===== src/rtl/board_pkg.sv =====
// Shared types and constants for the board reset / input conditioning block.
package board_pkg;

  localparam int unsigned SYNC_STAGES = 2;

  typedef enum logic [1:0] {
    HOLD    = 2'd0,
    RELEASE = 2'd1,
    RUN     = 2'd2
  } state_t;

endpackage


===== src/rtl/key_debounce.sv =====
// Single push-button conditioning: 2-FF synchroniser followed by a saturating-count debouncer.
module key_debounce
  import board_pkg::*;
#(
  parameter int unsigned DEBOUNCE_BITS = 16,
  parameter bit          INVERT        = 1'b1
) (
  input  logic clk,
  input  logic reset,
  input  logic key_raw,
  output logic state,
  output logic rise,
  output logic fall
);

  logic [SYNC_STAGES-1:0]   sync_q;
  logic                     synced;
  logic [DEBOUNCE_BITS-1:0] cnt;

  // Polarity is normalised before synchronising so 0 always means "not pressed".
  always_ff @(posedge clk) begin
    if (reset) begin
      sync_q <= '0;
    end else begin
      sync_q <= {sync_q[SYNC_STAGES-2:0], key_raw ^ INVERT};
    end
  end

  assign synced = sync_q[SYNC_STAGES-1];

  always_ff @(posedge clk) begin
    if (reset) begin
      cnt   <= '0;
      state <= 1'b0;
      rise  <= 1'b0;
      fall  <= 1'b0;
    end else begin
      rise <= 1'b0;
      fall <= 1'b0;
      if (synced == state) begin
        cnt <= '0;
      end else if (cnt == '1) begin
        state <= synced;
        cnt   <= '0;
        rise  <= synced;
        fall  <= ~synced;
      end else begin
        cnt <= cnt + DEBOUNCE_BITS'(1);
      end
    end
  end

endmodule


===== src/rtl/board_reset_seq.sv =====
// Board reset sequencer: synchronises locks and keys, debounces keys, and releases
// a chain of staged resets at a fixed spacing once all PLLs are locked.
module board_reset_seq
  import board_pkg::*;
#(
  parameter int unsigned NUM_KEYS         = 2,
  parameter int unsigned NUM_LOCKS        = 1,
  parameter int unsigned NUM_STAGES       = 3,
  parameter int unsigned DEBOUNCE_BITS    = 16,
  parameter int unsigned STAGE_DELAY_BITS = 8,
  parameter int unsigned KEY_ACTIVE_LOW   = 1,
  parameter int unsigned RESET_KEY        = 0
) (
  input  logic                  clk,
  input  logic                  reset,
  input  logic [NUM_KEYS-1:0]   keys_in,
  input  logic [NUM_LOCKS-1:0]  pll_locked,
  input  logic                  soft_reset_req,
  output logic [NUM_KEYS-1:0]   keys_db,
  output logic [NUM_KEYS-1:0]   key_pressed,
  output logic [NUM_KEYS-1:0]   key_released,
  output logic [NUM_STAGES-1:0] rst_out,
  output logic                  all_ready,
  output logic                  lock_lost
);

  localparam int unsigned IDX_W = (NUM_STAGES > 1) ? $clog2(NUM_STAGES) : 1;

  logic [NUM_LOCKS-1:0]        lock_s1, lock_s2;
  logic                        locks_ok, rkey_held, ok;
  logic                        cnt_wrap, last_idx;
  state_t                      state, state_n;
  logic [STAGE_DELAY_BITS-1:0] cnt, cnt_d;
  logic [IDX_W-1:0]            idx, idx_d;
  logic [NUM_STAGES-1:0]       rst_d;
  logic                        rdy_d, lost_d;

  for (genvar k = 0; k < NUM_KEYS; k++) begin : g_key
    key_debounce #(
      .DEBOUNCE_BITS(DEBOUNCE_BITS),
      .INVERT       (KEY_ACTIVE_LOW != 0)
    ) u_db (
      .clk    (clk),
      .reset  (reset),
      .key_raw(keys_in[k]),
      .state  (keys_db[k]),
      .rise   (key_pressed[k]),
      .fall   (key_released[k])
    );
  end

  if (RESET_KEY < NUM_KEYS) begin : g_rkey
    assign rkey_held = keys_db[RESET_KEY];
  end else begin : g_no_rkey
    assign rkey_held = 1'b0;
  end

  always_ff @(posedge clk) begin
    if (reset) begin
      lock_s1 <= '0;
      lock_s2 <= '0;
    end else begin
      lock_s1 <= pll_locked;
      lock_s2 <= lock_s1;
    end
  end

  assign locks_ok = &lock_s2;
  assign ok       = locks_ok & ~rkey_held & ~soft_reset_req;
  assign cnt_wrap = (cnt == '1);
  assign last_idx = (idx == IDX_W'(NUM_STAGES - 1));

  // State and sequencing registers.
  always_ff @(posedge clk) begin
    if (reset) begin
      state     <= HOLD;
      cnt       <= '0;
      idx       <= '0;
      rst_out   <= '1;
      all_ready <= 1'b0;
      lock_lost <= 1'b0;
    end else begin
      state     <= state_n;
      cnt       <= cnt_d;
      idx       <= idx_d;
      rst_out   <= rst_d;
      all_ready <= rdy_d;
      lock_lost <= lost_d;
    end
  end

  // Next-state: loss of ok overrides any pending stage release.
  always_comb begin
    state_n = state;
    if (!ok) begin
      state_n = HOLD;
    end else begin
      case (state)
        HOLD: begin
          if (cnt_wrap) begin
            if (NUM_STAGES == 1) state_n = RUN;
            else                 state_n = RELEASE;
          end
        end
        RELEASE: if (cnt_wrap && last_idx) state_n = RUN;
        RUN:     state_n = RUN;
        default: state_n = HOLD;
      endcase
    end
  end

  // Next values of the registered outputs and sequencing counters.
  always_comb begin
    cnt_d  = cnt;
    idx_d  = idx;
    rst_d  = rst_out;
    rdy_d  = all_ready;
    lost_d = lock_lost;
    if (!ok) begin
      cnt_d = '0;
      idx_d = '0;
      rst_d = '1;
      rdy_d = 1'b0;
      if (!locks_ok && state != HOLD) lost_d = 1'b1;
    end else begin
      case (state)
        HOLD: begin
          cnt_d = cnt + STAGE_DELAY_BITS'(1);
          rst_d = '1;
          rdy_d = 1'b0;
          if (cnt_wrap) begin
            rst_d = ~NUM_STAGES'(1);
            idx_d = IDX_W'(1);
            if (NUM_STAGES == 1) rdy_d = 1'b1;
          end
        end
        RELEASE: begin
          cnt_d = cnt + STAGE_DELAY_BITS'(1);
          if (cnt_wrap) begin
            rst_d = rst_out & ~(NUM_STAGES'(1) << idx);
            idx_d = idx + IDX_W'(1);
            if (last_idx) rdy_d = 1'b1;
          end
        end
        RUN: begin
          cnt_d = '0;
          rdy_d = 1'b1;
        end
        default: begin
          cnt_d = '0;
          rst_d = '1;
          rdy_d = 1'b0;
        end
      endcase
    end
  end

endmodule


===== config.mk =====
export PLATFORM = sky130hd
export DESIGN_NAME = board_reset_seq
export DESIGN_NICKNAME = d
export VERILOG_FILES = /design/src/rtl/board_pkg.sv /design/src/rtl/key_debounce.sv /design/src/rtl/board_reset_seq.sv
export SDC_FILE = /design/constraint.sdc
export NUM_CORES = 1
export LEC_CHECK = 0
export ABC_AREA = 1
export CORE_ASPECT_RATIO = 1.1
export CORE_MARGIN = 2
export CORE_UTILIZATION = 50
export CTS_CLUSTER_DIAMETER = 80
export DETAILED_ROUTE_END_ITERATION = 8
export PLACE_DENSITY = 0.77
export SYNTH_ARGS = -nofsm -noshare
export SYNTH_HDL_FRONTEND = slang
export SYNTH_SLANG_ARGS = --single-unit
export TNS_END_PERCENT = 5

===== constraint.sdc =====
create_clock -name clk -period 1.89 [get_ports clk]
set_clock_uncertainty 0.05 [all_clocks]
set_input_delay 0.378 -clock clk [delete_from_list [all_inputs] [get_ports clk]]
set_output_delay 0.378 -clock clk [all_outputs]
set_load 0.01 [all_outputs]

Yosys cells after proc, flatten, opt, wreduce, memory -nomap -nowiden

Index checks and enable logic that the tools add are counted.

Latch bits: 0
ROM bits: 0
Flip-flop bits (word level): 61
Bits in writable memories: 0
Logic and storage cells: 83
Output and inout bits: 11
Memories kept: 0

$lt $le $gt $ge: 0
Div/mod/pow operators: 0
Multiply operators: 0
Reductions and logical operators: 20
Multiplexer cells: 11
Equal/unequal tests: 12
Shift-type cells: 1
Add/subtract/negate cells: 4
Bitwise operators: 17

Operators by type and width:

| cell                                                               | count |
|---|---|
| 16-bit by 1-bit adder with 16-bit output (second input constant)   | 2 |
| 16-bit equality test (second input constant)                       | 2 |
| 3-bit OR reduction                                                 | 5 |
| 1-bit NOT                                                          | 13 |
| 2-bit AND reduction                                                | 6 |
| 3-bit one-hot mux with 3 select lines                              | 1 |
| 8-bit by 1-bit adder with 8-bit output (second input constant)     | 1 |
| 8-bit equality test (second input constant)                        | 1 |
| 2-bit != test (second input constant)                              | 4 |
| 2-bit 2-to-1 mux                                                   | 3 |
| 2-bit one-hot mux with 3 select lines                              | 1 |
| 2-bit equality test (second input constant)                        | 2 |
| 2-bit one-hot mux with 2 select lines                              | 1 |
| 2-bit nonzero test                                                 | 2 |
| 2-bit OR reduction                                                 | 2 |
| 3-bit AND                                                          | 1 |
| 1-bit 2-to-1 mux                                                   | 3 |
| 3-bit 2-to-1 mux                                                   | 1 |
| 3-bit NOT                                                          | 1 |
| 3-bit AND reduction                                                | 1 |
| 1-bit by 2-bit left shift with 3-bit output (first input constant) | 1 |
| 2-bit by 1-bit adder with 2-bit output (second input constant)     | 1 |
| 1-bit AND                                                          | 2 |
| 1-bit equality test                                                | 2 |
| other kinds (5)                                                    | 6 |

Depth between registers and ports, before layout

Word-level depth: 5
Depth in mapped cells: 9
Gate-level depth less buffers: 9

By module

From an unflattened synthesis, not the netlist that was laid out.

Cells, all modules: 400
Area total of the unflattened synthesis: 2859.0 µm²

By module, submodules not included:

| module          | sequential area each (µm²) | area each (µm²) | times used | cells each |
|---|---|---|---|---|
| key_debounce    | 420.4                      | 964.7           | 2          | 140 |
| board_reset_seq | 380.4                      | 929.6           | 1          | 120 |

Least setup slack after synthesis

OpenSTA, ideal clock, no wires.

Path type: register -> register
Start point: register g_key[0].u_db.cnt[0]
End point: register g_key[0].u_db.cnt[12]
Stages on the path, launching flop included: 8
Buffers on the path: 1
Setup time: 0.115 ns
Arrival: 1.267 ns
Clock period less this slack: 1.432 ns
Slack: 0.458 ns
Path through: dfxtp_1 > ha_1 > nand2_2 > nor2_4 > nand3_4 > o21ai_2 > buf_6 > nor2_2

Longest elaborated chain between the ends: 2
Elaborated cells between the ends (all ways): 3
Those cells by class: add/sub (1); eq/ne (1); reduce/logical (1)

Ends and longest elaborated chain:

| what                                                                                             | line               | source |
|---|---|---|
| start, declared                                                                                  | key_debounce.sv:18 | `logic [DEBOUNCE_BITS-1:0] cnt;` |
| start signal, assigned                                                                           | key_debounce.sv:48 | `cnt <= cnt + DEBOUNCE_BITS'(1);` |
| parallel branches: the longest is 2 deep, another holds 16-bit by 1-bit adder with 16-bit output | -                  |  |

Parallel ways; which one is timed is not known.
A chain may end at the register's enable or synchronous reset.

Final worst setup path

Start point: register g_key[1].u_db.cnt[0]
End point: register g_key[1].u_db.cnt[3]

Longest elaborated chain between the ends: 2
Elaborated cells between the ends (all ways): 3
Those cells by class: add/sub (1); eq/ne (1); reduce/logical (1)

Ends and longest elaborated chain:

| what                                                                                             | line |
|---|---|
| start, declared                                                                                  | key_debounce.sv:18 |
| start signal, assigned                                                                           | key_debounce.sv:48 |
| parallel branches: the longest is 2 deep, another holds 16-bit by 1-bit adder with 16-bit output | - |

Parallel ways; which one is timed is not known.

==> results_dict.tcl <==
set metrics [dict create \
    p_clk_share_pct 53.8 \
    topRoutingLayerUsed "met4" \
    reg2reg_depth 6 \
    wl_per_cell_um 10.3 \
    ys_seq_elements 61 \
    yosys.area.top_type "dfxtp_1" \
    final_common_cell "nand2_1" \
    gp_congestion 0.811 \
    synth_area_sq_um 2870 \
    combinationalPowerShare_pct 1.4 \
    powerDensity_nw_per_um2 868 \
    synth.distinct_cells 29 \
    die_x_um 76.3 \
    path_buf_inv 0 \
    synth_edf_count 0 \
    slowest_delay_ns 0.48 \
    cts_setup_buffers 0 \
    pin_count 17 \
    synth_compound_area_share_pct 6.32 \
    row_count 28 \
    dp_hpwl_mm 3.61 \
    hp-start "lock_s1" \
    grt.total_usage_pct 17.6 \
    worstPathMaxFanout 14 \
    outcome "completed" \
    m1WireLength_mm 2.33 \
    async_flop_share_pct 0 \
    num_antenna_cells 0 \
    grt_first_pass_wirelength_mm 9.13 \
    synthSimpleGateAreaFrac_pct 33.1 \
    avgSynthCellArea_sq_um 7.60 \
    dieArea_sq_um 6370 \
    dr.pass1.iters 4 \
    power_mw 2.90 \
    synth_top_family_by_area "simple AND/OR/NAND/NOR gates" \
    cts_buffer_depth 2 \
    r2r_start "g_key[1].u_db.cnt[0]" \
    cts_buffers 9 \
    fin_crit_ns 1.73 \
    final_net_count 411 \
    r2r_setup_slack_ns 0.16 \
    seqPwrFrac_pct 44.8 \
    peakVddDrop_mv 0.461 \
    min_path_cells 2 \
    reg2reg_to "g_key[1].u_db.cnt[3]" \
    rsz0062_at_grt "false" \
    dr_wl_met3_um 146 \
    path_class "flip-flop to flip-flop" \
    htree_levels 3 \
    fillers 504 \
    slew_viol_final 0 \
    ys.flop_type "dfxtp_1" \
    drt_iter0_markers 109 \
    wl_met2_mm 2.30 \
    p_switching_mw 0.541 \
    required_ns 2.04 \
    hold_path_end "lock_s2" \
    cts_tree "built" \
    worst_pin_slew_ns 0.550 \
    vias 2264 \
    p_sw_share_pct 18.7 \
    clock_latency_ns 0.35 \
    ctsRootBufferMaster "clkbuf_8" \
    syn_inst 378 \
    synthToLayoutAreaGrowth_pct 16.1 \
    relSlewSlack_pct 63.2 \
    crit_family "compound AO/OA/AOI/OAI gates" \
    portBuffers 16 \
    synth_fa_ha_area_share_pct 3.92 \
    ys_warn_count 0 \
    cts.sinks 61 \
    muxShareOfSynthArea_pct 0 \
    post-route-period-util_pct 91.6 \
    antenna_found_initial 0 \
    vias_per_cell 4.76 \
    grt_remaining_overflow 0 \
    arrival_ns 1.88 \
    core_sq_um 5470 \
    hold_viol 0 \
    grt_max_degree 15 \
    synth_xor_area_share_pct 5.18 \
    syn_nets 393 \
    path_clk_slew_ns 0.07 \
    die_y_um 83.5 \
    drt_wl_total_mm 4.91 \
    drc 0 \
    grt_pass1_vias 2210 \
    fmax_ghz 0.578 \
    start_util_pct 52.6 \
    synthTopCellsByArea "dfxtp_1 (43%), nand2_1 (10%), nor2_1 (6.3%)" \
    p_leak_nw 1.17 \
    hold_class "flip-flop to flip-flop" \
    maxCapViolations 0 \
    crit_path_end_kind "flip-flop" \
    synth_top_area_share_pct 42.5 \
    drive_gt1_share_pct 14.7 \
    cts_hold_buf 0 \
    layout_common_cells "nand2_1 (79), dfxtp_1 (61), nor2_1 (48)" \
    finalSetupViolations 0 \
    cp_slowest_cell "o21ai_4" \
    ys_seq_area_share_pct 42.5 \
    crit_chain "ha_1, nand2_2, nor2_4, nand3_2, o21ai_4, a21oi_1" \
    setup_tns_ns 0 \
    p_int_mw 2.35 \
    ant_nets 0 \
    cp-start-kind "flip-flop" \
]
kinds of logic after synthesis:
logic type,Yosys count
AOI/OAI and AO/OA,32
xor gates and xnor gates,17
adders and majority gates,9
buffers and inverters,58
DFF,61
and+or+nand+nor,201
worst reg2reg max path, delay by kind of cell, from the launching register on:
kind / cells / cell delay [ns]
AO/OA/AOI/OAI: 2 / 0.57
AND/OR/NAND/NOR: 3 / 0.39
flip-flops: 1 / 0.37
adder cells (fa/ha/maj): 1 / 0.22
Yosys cell counts, drive strengths merged (7+ instances only):
| cell type | instances |
|---|---|
| buf | 10 |
| nand2 | 84 |
| o21ai | 9 |
| ha | 9 |
| xor2 | 9 |
| nand3 | 28 |
| inv | 47 |
| dfxtp | 61 |
| a21oi | 22 |
| nor2 | 74 |
| xnor2 | 8 |
| nand4 | 7 |
registers in the layout, indices dropped and copies added, names as in the netlist:
name and count:
all_ready 1, cnt 8, g_key.u_db.cnt 32, g_key.u_db.fall 2, g_key.u_db.rise 2, g_key.u_db.state 2, g_key.u_db.sync_q 4, idx 2
lock_lost 1, lock_s1 1, lock_s2 1, rst_out 3, state 2
metal layers:
| metal | global-route usage (%) | vias up |
|---|---|---|
| met2 | 28.5 | 28 |
| met3 | 3.68 | 11 |
| met1 | 21.7 | 1008 |
| met4 | 9.92 | 0 |
| li1 | - | 1217 |
| met5 | 0 | - |
how the worst max path moves through the flow:
stage,start,endpoint,slack (ns),cells after the start
finish,g_key[1].u_db.cnt[0],g_key[1].u_db.cnt[3],0.16,6
global route,g_key[1].u_db.cnt[0],g_key[1].u_db.cnt[10],0.04,6
floorplan,g_key[0].u_db.cnt[0],g_key[0].u_db.cnt[12],0.46,7
CTS,g_key[0].u_db.cnt[0],g_key[0].u_db.cnt[3],0.05,6
global placement,g_key[0].u_db.cnt[0],g_key[0].u_db.cnt[15],0.10,6
detailed placement,g_key[0].u_db.cnt[0],g_key[0].u_db.cnt[3],0.06,6
layout make-up:
cell class	count	area, sq um	share of cell area [%]
Timing Repair Buffer	17	168	5.03
Tap cell	75	93.8	2.81
Inverter	48	180	5.40
Clock inverter	6	134	4.01
Multi-Input combinational cell	259	1400	42.0
Clock buffer	10	138	4.13
Sequential cell	61	1220	36.6
power groups by stage:
stage	clock network (mW)	registers (mW)	logic (mW)
after floorplan	0	1.33	0.0250
after global placement	0	1.33	0.0397
after detailed placement	0	1.33	0.0403
after CTS	1.59	1.30	0.0405
after global routing	1.65	1.30	0.0456
final	1.56	1.30	0.0403
metrics by stage:
| step | std cells | hold slack [ns] | area (sq um) | worst slack, ns | utilization [%] |
|---|---|---|---|---|---|
| after detailed placement | 460 | 0.349 | 3060 | 0.0603 | 55.9 |
| final | 476 | 0.359 | 3340 | 0.159 | 61.0 |
| after global routing | 476 | 0.393 | 3340 | 0.0360 | 61.0 |
| after global placement | 460 | 0.344 | 3060 | 0.102 | 55.9 |
| after floorplan | 378 | 0.338 | 2870 | 0.458 | - |
| after CTS | 476 | 0.365 | 3330 | 0.0527 | 60.9 |
repair_timing:
| item | in CTS | in global routing |
|---|---|---|
| endpoints found under the hold margin | 0 | 0 |
| gates resized for setup | 0 | 1 |
| endpoints found under the setup margin | 0 | 14 |
(Power assumes the default switching activity.)
